### config.mk
export PLATFORM = sky130hd
export DESIGN_NAME = vram_arbiter
export DESIGN_NICKNAME = d
export VERILOG_FILES = /design/src/rtl/vram_arbiter.sv
export SDC_FILE = /design/constraint.sdc
export NUM_CORES = 1
export LEC_CHECK = 0
export CAP_MARGIN = 0
export CORE_MARGIN = 2
export CORE_UTILIZATION = 37
export CTS_CLUSTER_DIAMETER = 120
export DETAILED_ROUTE_END_ITERATION = 16
export GPL_TIMING_DRIVEN = 0
export PLACE_DENSITY = 0.74
export REMOVE_ABC_BUFFERS = 1
export SYNTH_ARGS = -nofsm -noshare
export SYNTH_HDL_FRONTEND = slang
export SYNTH_SLANG_ARGS = --single-unit
### constraint.sdc
create_clock -name clk -period 1.31 [get_ports clk]
set_clock_uncertainty 0.05 [all_clocks]
set_input_delay 0.393 -clock clk [delete_from_list [all_inputs] [get_ports clk]]
set_output_delay 0.393 -clock clk [all_outputs]
set_load 0.005 [all_outputs]
### src/rtl/vram_arbiter.sv
// VRAM arbiter: display fetches own the single-port RAM, CPU req/ack accesses fill free slots.
// Optional starvation guard enabled by defining VRAM_STARVE_GUARD_EN.
module vram_arbiter #(
  parameter int unsigned ADDR_W       = 14,
  parameter int unsigned DATA_W       = 16,
  parameter int unsigned STARVE_LIMIT = 8
) (
  input  logic              clk,
  input  logic              rst_n,
  input  logic              disp_req,
  input  logic [ADDR_W-1:0] disp_addr,
  output logic [DATA_W-1:0] disp_data,
  output logic              disp_valid,
  output logic              disp_miss,
  input  logic              cpu_req,
  input  logic              cpu_we,
  input  logic [ADDR_W-1:0] cpu_addr,
  input  logic [DATA_W-1:0] cpu_wdata,
  output logic              cpu_ack,
  output logic [DATA_W-1:0] cpu_rdata,
  output logic [ADDR_W-1:0] ram_addr,
  output logic              ram_we,
  output logic [DATA_W-1:0] ram_wdata,
  input  logic [DATA_W-1:0] ram_rdata
);

  typedef enum logic [1:0] {OWN_NONE, OWN_DISP, OWN_CPU} owner_e;

  owner_e            own1_q, own1_d, own2_q;
  logic              we1_q, we2_q;
  logic              cpu_busy_q, cpu_busy_d;
  logic              grant_disp, grant_cpu, force_cpu;
  logic [ADDR_W-1:0] ram_addr_q;
  logic              ram_we_q;
  logic [DATA_W-1:0] ram_wdata_q;
  logic [DATA_W-1:0] disp_data_q, cpu_rdata_q;
  logic              disp_valid_q, cpu_ack_q;

`ifdef VRAM_STARVE_GUARD_EN
  localparam int unsigned SW = $clog2(STARVE_LIMIT + 1);
  localparam logic [SW-1:0] LIMIT = SW'(STARVE_LIMIT);

  logic [SW-1:0] starve_q, starve_d;
  logic          miss1_q, miss2_q, disp_miss_q;

  always_comb begin
    force_cpu = cpu_req & ~cpu_busy_q & (starve_q == LIMIT);
    starve_d  = starve_q;
    if (!cpu_req || grant_cpu)
      starve_d = '0;
    else if (!cpu_busy_q)
      starve_d = starve_q + 1'b1;
  end

  // A forced CPU slot steals the display's fetch; flag it where disp_valid would have risen.
  always_ff @(posedge clk or negedge rst_n) begin
    if (!rst_n) begin
      starve_q    <= '0;
      miss1_q     <= 1'b0;
      miss2_q     <= 1'b0;
      disp_miss_q <= 1'b0;
    end else begin
      starve_q    <= starve_d;
      miss1_q     <= disp_req & force_cpu;
      miss2_q     <= miss1_q;
      disp_miss_q <= miss2_q;
    end
  end

  assign disp_miss = disp_miss_q;
`else
  assign force_cpu = 1'b0;
  assign disp_miss = 1'b0;
`endif

  always_comb begin
    grant_disp = disp_req & ~force_cpu;
    grant_cpu  = cpu_req & ~cpu_busy_q & (~disp_req | force_cpu);
    own1_d     = OWN_NONE;
    if (grant_disp)
      own1_d = OWN_DISP;
    else if (grant_cpu)
      own1_d = OWN_CPU;
    cpu_busy_d = cpu_busy_q;
    if (grant_cpu)
      cpu_busy_d = 1'b1;
    else if (own2_q == OWN_CPU)
      cpu_busy_d = 1'b0;
  end

  always_ff @(posedge clk or negedge rst_n) begin
    if (!rst_n) begin
      own1_q       <= OWN_NONE;
      own2_q       <= OWN_NONE;
      we1_q        <= 1'b0;
      we2_q        <= 1'b0;
      cpu_busy_q   <= 1'b0;
      ram_addr_q   <= '0;
      ram_we_q     <= 1'b0;
      ram_wdata_q  <= '0;
      disp_data_q  <= '0;
      cpu_rdata_q  <= '0;
      disp_valid_q <= 1'b0;
      cpu_ack_q    <= 1'b0;
    end else begin
      ram_we_q     <= 1'b0;
      disp_valid_q <= 1'b0;
      cpu_ack_q    <= 1'b0;
      if (grant_disp) begin
        ram_addr_q <= disp_addr;
      end else if (grant_cpu) begin
        ram_addr_q  <= cpu_addr;
        ram_we_q    <= cpu_we;
        ram_wdata_q <= cpu_wdata;
      end
      own1_q     <= own1_d;
      we1_q      <= grant_cpu & cpu_we;
      own2_q     <= own1_q;
      we2_q      <= we1_q;
      cpu_busy_q <= cpu_busy_d;
      case (own2_q)
        OWN_DISP: begin
          disp_data_q  <= ram_rdata;
          disp_valid_q <= 1'b1;
        end
        OWN_CPU: begin
          cpu_ack_q <= 1'b1;
          if (!we2_q)
            cpu_rdata_q <= ram_rdata;
        end
        default: ;
      endcase
    end
  end

  assign ram_addr   = ram_addr_q;
  assign ram_we     = ram_we_q;
  assign ram_wdata  = ram_wdata_q;
  assign disp_data  = disp_data_q;
  assign disp_valid = disp_valid_q;
  assign cpu_ack    = cpu_ack_q;
  assign cpu_rdata  = cpu_rdata_q;

endmodule

-- After elaboration in Yosys (flattened, before gate mapping)
Index checks and enable logic that the tools add are counted.
- word-level logic and storage cells: 34
- output and inout bits: 66
- input bits: 65
- flip-flop bits (word level): 72
- bitwise gates (word level): 6
- muxes and demuxes: 10
- equal/unequal tests: 2
- reduce and logical (&&, ||, !) cells: 4
- operator list (operator ; number):
    $mux 14 ; 2
    $mux 1 ; 6
    $mux 2 ; 2
    $reduce_and 2->1 ; 2
    $reduce_bool 2->1 ; 2
    $and 1x1->1 ; 3
    $not 1->1 ; 3
    $eq 2x1->1 const B ; 1
    $eq 2x2->1 const B ; 1

-- Logic depth before layout (Yosys ltp)
- depth in word-level cells: 5
- gate-level depth with buffers: 4
- depth with buffers taken out: 2

-- Worst setup path before layout
OpenSTA, ideal clock, no wires.
- kind: reg2reg
- from: register own2_q[0]
- to: register cpu_rdata_q[10] (netlist: cpu_rdata[10])
- buffers on the path: 1
- arrival: 1238 ps
- stages on the path, launching flop included: 4
- required time: 1135 ps
- period minus slack after synthesis: 1413 ps
- library setup time: 125 ps
- slack: -103 ps
- cells stage by stage: dfrtp_1 nor3b_4 buf_6 mux2_2
- cells in the longest elaborated chain, start to end: 2
- RTL lines (element ; RTL line ; source):
    from (decl) ; 29 ; owner_e own1_q, own1_d, own2_q;
    from (signal assigned) ; 118 ; own2_q <= own1_q;
    $eq 2x2->1 ; 121 ; case (own2_q)
    $reduce_and 2->1 (no source line) ; -- ;
    to (signal assigned) ; 129 ; cpu_rdata_q <= ram_rdata;
    to (decl) ; 36 ; logic [DATA_W-1:0] disp_data_q, cpu_rdata_q;
Every way passes these cells.
A chain may end at the register's enable or synchronous reset.

-- Final worst setup path
- from: register cpu_busy_q
- to: register ram_addr_q[5] (netlist: ram_addr[5])
- cells in the longest elaborated chain, start to end: 4
- RTL lines (element ; RTL line ; source):
    from (decl) ; 31 ; logic cpu_busy_q, cpu_busy_d;
    from (signal assigned) ; 120 ; cpu_busy_q <= cpu_busy_d;
    $not 1->1 ; 78 ; grant_cpu = cpu_req & ~cpu_busy_q & (~disp_req | force_cpu);
    $and 1x1->1 (2 in series) ; 78 ;
    $reduce_bool 2->1 (no source line) ; -- ;
    to (signal assigned) ; 110 ; ram_addr_q <= disp_addr;
    to (signal assigned) ; 112 ; ram_addr_q <= cpu_addr;
    to (decl) ; 33 ; logic [ADDR_W-1:0] ram_addr_q;
Every way passes these cells.

==> run metrics <==
average detailed-routed wire length per instance 15.0 um; Max Clock Freq 697 MHz; Crit Path Max Fanout 8; max-slew violation count 0; Cell Rows 32; ranking of synthesized cells by area dfrtp_1, mux2_2, or4bb_1; H-tree depth 3; post-route minimum period 1.44 ns; IO Port Bufs 129; synthesized area 0.00288 sq mm; R2R setup slack -0.13 ns; critical-path cell with the highest stage delay dfrtp_4; hold_buf cts 0; fraction of power consumed by combinational cells 33.5%; total of flip-flops plus latches after synthesis 72; Synth area leader dfrtp_1; detailed-placement wirelength estimate 4.30 mm; Worst Path Class, Setup flop to flop; Global Route Usage Sum 16.5%; setup slack of the critical path after layout -0.126 ns; number of nets at the end of the flow 418; initial standard-cell utilization of the core 37.7%; total of warnings raised by yosys 0; grt met1 use 21.3%; number of diodes added for antenna fixing 0; number of top-level pins 131; count of antenna-violating nets left after detailed routing 0; iteration-0 DRC count of the detailed router 61; delay of the slowest cell on the worst path 0.54 ns; Pleak 2.14 nW; Die Span X 92.3 um; root buffer cell clkbuf_8; vias in the first global route 2185; depth of the worst register-to-register path 3; post-synthesis area per instance 14.5 sq um; post-route cell area 0.00453 sq mm; wire length of the first global-routing pass 11.0 mm; fraction of final layout cells sized beyond drive strength 1 45.5%; family with the most delay on the worst path flip-flops; net switching power 0.00209 W; share of total power in the clock network 24.6%; drt first pass iters 4; Core ar. 0.00765 sq mm; vias per std cell 4.67; Post-Route Utilization 59.3%; weighted congestion reported at the end of routability-driven placement 0.711; height of the die 92.3 um; initial antenna violation count 0; Data required, critical path 1.49 ns; largest net degree at the start of global routing 73; GRT overflow 0; violations in the final reports negative setup slack; Critical Path Source cpu_busy_q; CTS Buffer Depth 2; cells after synthesis 199; # setup viols final 45; endpoint of the most critical register-to-register path ram_addr[5]; GRT met2 Usage 27.5%; TritonCTS clock tree done; power density of the placed cells 1730 mW/mm^2; met3 Track Usage GR 3.12%; setup repair after global routing missed its margin yes; share of the yosys chip area belonging to registers 62.5%; detailed-route DRC error count 0; Tightest Hold Check Type input port to async pin; share of the synthesized area in the top cell type 62.5%; remaining max-slew budget at the tightest pin 39.7%; Routed Wire Length 6.91 mm; Cell Area, Placed 0.00424 sq mm; clock slew at the register clock pins of the worst setup and hold paths 0.07 ns; slew at the pin closest to its max-slew limit 0.904 ns; Sw Share 26.6%; busiest layer in global routing met2; Seq pwr share 41.9%; final number of hold-violating endpoints 0; VDD IR max 1.02 mV; Buffers & Inverters on Critical Path 1; final period utilization 110%; die area 0.00851 sq mm; max-cap viol count 0; ordered cell list for the critical path buf_12 > or4bb_1 > o311ai_1; result of the run finished with violations; CTS Buf Count 9; detailed-route via count 2150; arrival time of the worst setup path 1.62 ns; area delta synth->final 57.4%; crit path to ram_addr[5]; type of destination of the critical path flop; r2r startpoint cpu_busy_q; crit start category flop; Critical Path Stages 3; clk_lat worst skew 0.33 ns; number of distinct standard cells referenced by the synthesized netlist 17; Power Internal 0.00576 W; TritonCTS sink count 72
==> flip-flops by register name, summed over array words and instances (netlist names) <==
signal	count
cpu_ack	1
cpu_busy_q	1
cpu_rdata	16
disp_data	16
disp_valid	1
own1_q	2
own2_q	2
ram_addr	14
ram_wdata	16
ram_we	1
we1_q	1
we2_q	1
==> stage by stage <==
step                      hold WS [ns]  TNS (ns)  setup slack (ns)  std cells  power (W)
after floorplan                 0.0474    -20.29            -0.544        186    0.00413
after global placement           0.283   -272.75             -2.67        417    0.00587
after detailed placement         0.286    -65.59             -2.15        418    0.00595
after CTS                        0.164     -3.74            -0.143        454    0.00773
after global routing             0.208     -7.20            -0.193        460    0.00833
final                            0.128     -3.29            -0.126        460    0.00785
==> area by class of cell <==
cell class / instances / area (sq um)
multi-input combinational: 100 / 1080
fill: 666 / 3110
clock inverter: 5 / 80.1
tap: 102 / 128
inverter: 15 / 56.3
sequential: 72 / 1810
clock buffer: 11 / 141
timing repair buffer: 155 / 1240
==> worst min path at each step <==
stage | endpoint | slack, ns | cells after the start
after floorplan | cpu_ack | 0.05 | 0
after global placement | own2_q[1] | 0.28 | 0
after detailed placement | we2_q | 0.29 | 0
after CTS | ram_wdata[15] | 0.16 | 1
after global routing | ram_addr[13] | 0.21 | 1
final | ram_addr[13] | 0.13 | 1
==> per-layer routing <==
metal | part of all wire (%) | vias to the layer above
met5 | 0 | -
met4 | 1.1 | 0
met3 | 5.1 | 9
met2 | 50 | 66
met1 | 44 | 1061
li1 | - | 1014
==> power by group through the flow <==
stage	sequential [W]	combinational [W]	clock, W
floorplan	0.00337	0.000762	0
global placement	0.00332	0.00255	0
detailed placement	0.00335	0.00260	0
CTS	0.00329	0.00245	0.00199
global route	0.00339	0.00286	0.00208
finish	0.00329	0.00263	0.00193
==> logic make-up (layout without fill, tap and decap cells) <==
kind of cell,Yosys count,in the layout,synth area share (%)
AOI/OAI and AO/OA,15,15,4.52
buffers and inverters,28,186,4.60
DFF,72,72,62.5
muxes,48,48,18.8
other,1,1,0.130
and+or+nand+nor,35,36,9.47
==> placed cells by master, fill, tap and decap left out, drive strengths merged <==
cell	count
nor2b	3
dfrtp	72
inv	15
clkinvlp	2
nor3b	3
o311ai	14
and2	2
buf	92
o21bai	1
clkinv	1
clkbuf	12
or4bb	11
bufinv	2
conb	1
nand2	14
nand4bb	3
clkdlybuf4s15	1
mux2	48
clkdlybuf4s50	61
==> cell usage after synthesis <==
| cell type | count |
|---|---|
| o21bai_1 | 1 |
| nand2_1 | 14 |
| dfrtp_1 | 72 |
| buf_4 | 4 |
| inv_1 | 15 |
| conb_1 | 1 |
| nor3b_4 | 1 |
| nor2b_1 | 3 |
| and2_1 | 2 |
| clkbuf_1 | 4 |
| o311ai_0 | 14 |
| or4bb_1 | 11 |
| buf_2 | 4 |
| nand4bb_1 | 3 |
| buf_6 | 1 |
| mux2_2 | 48 |
| nor3b_2 | 1 |
==> timing repair <==
action                                  CTS  global route
resized for setup                       287            23
pin swaps                                 3             1
cloned                                    1             0
endpoints found under the setup margin  131           115
buffers inserted                         19             6
No activity file was read; power rests on OpenSTA's default activity.
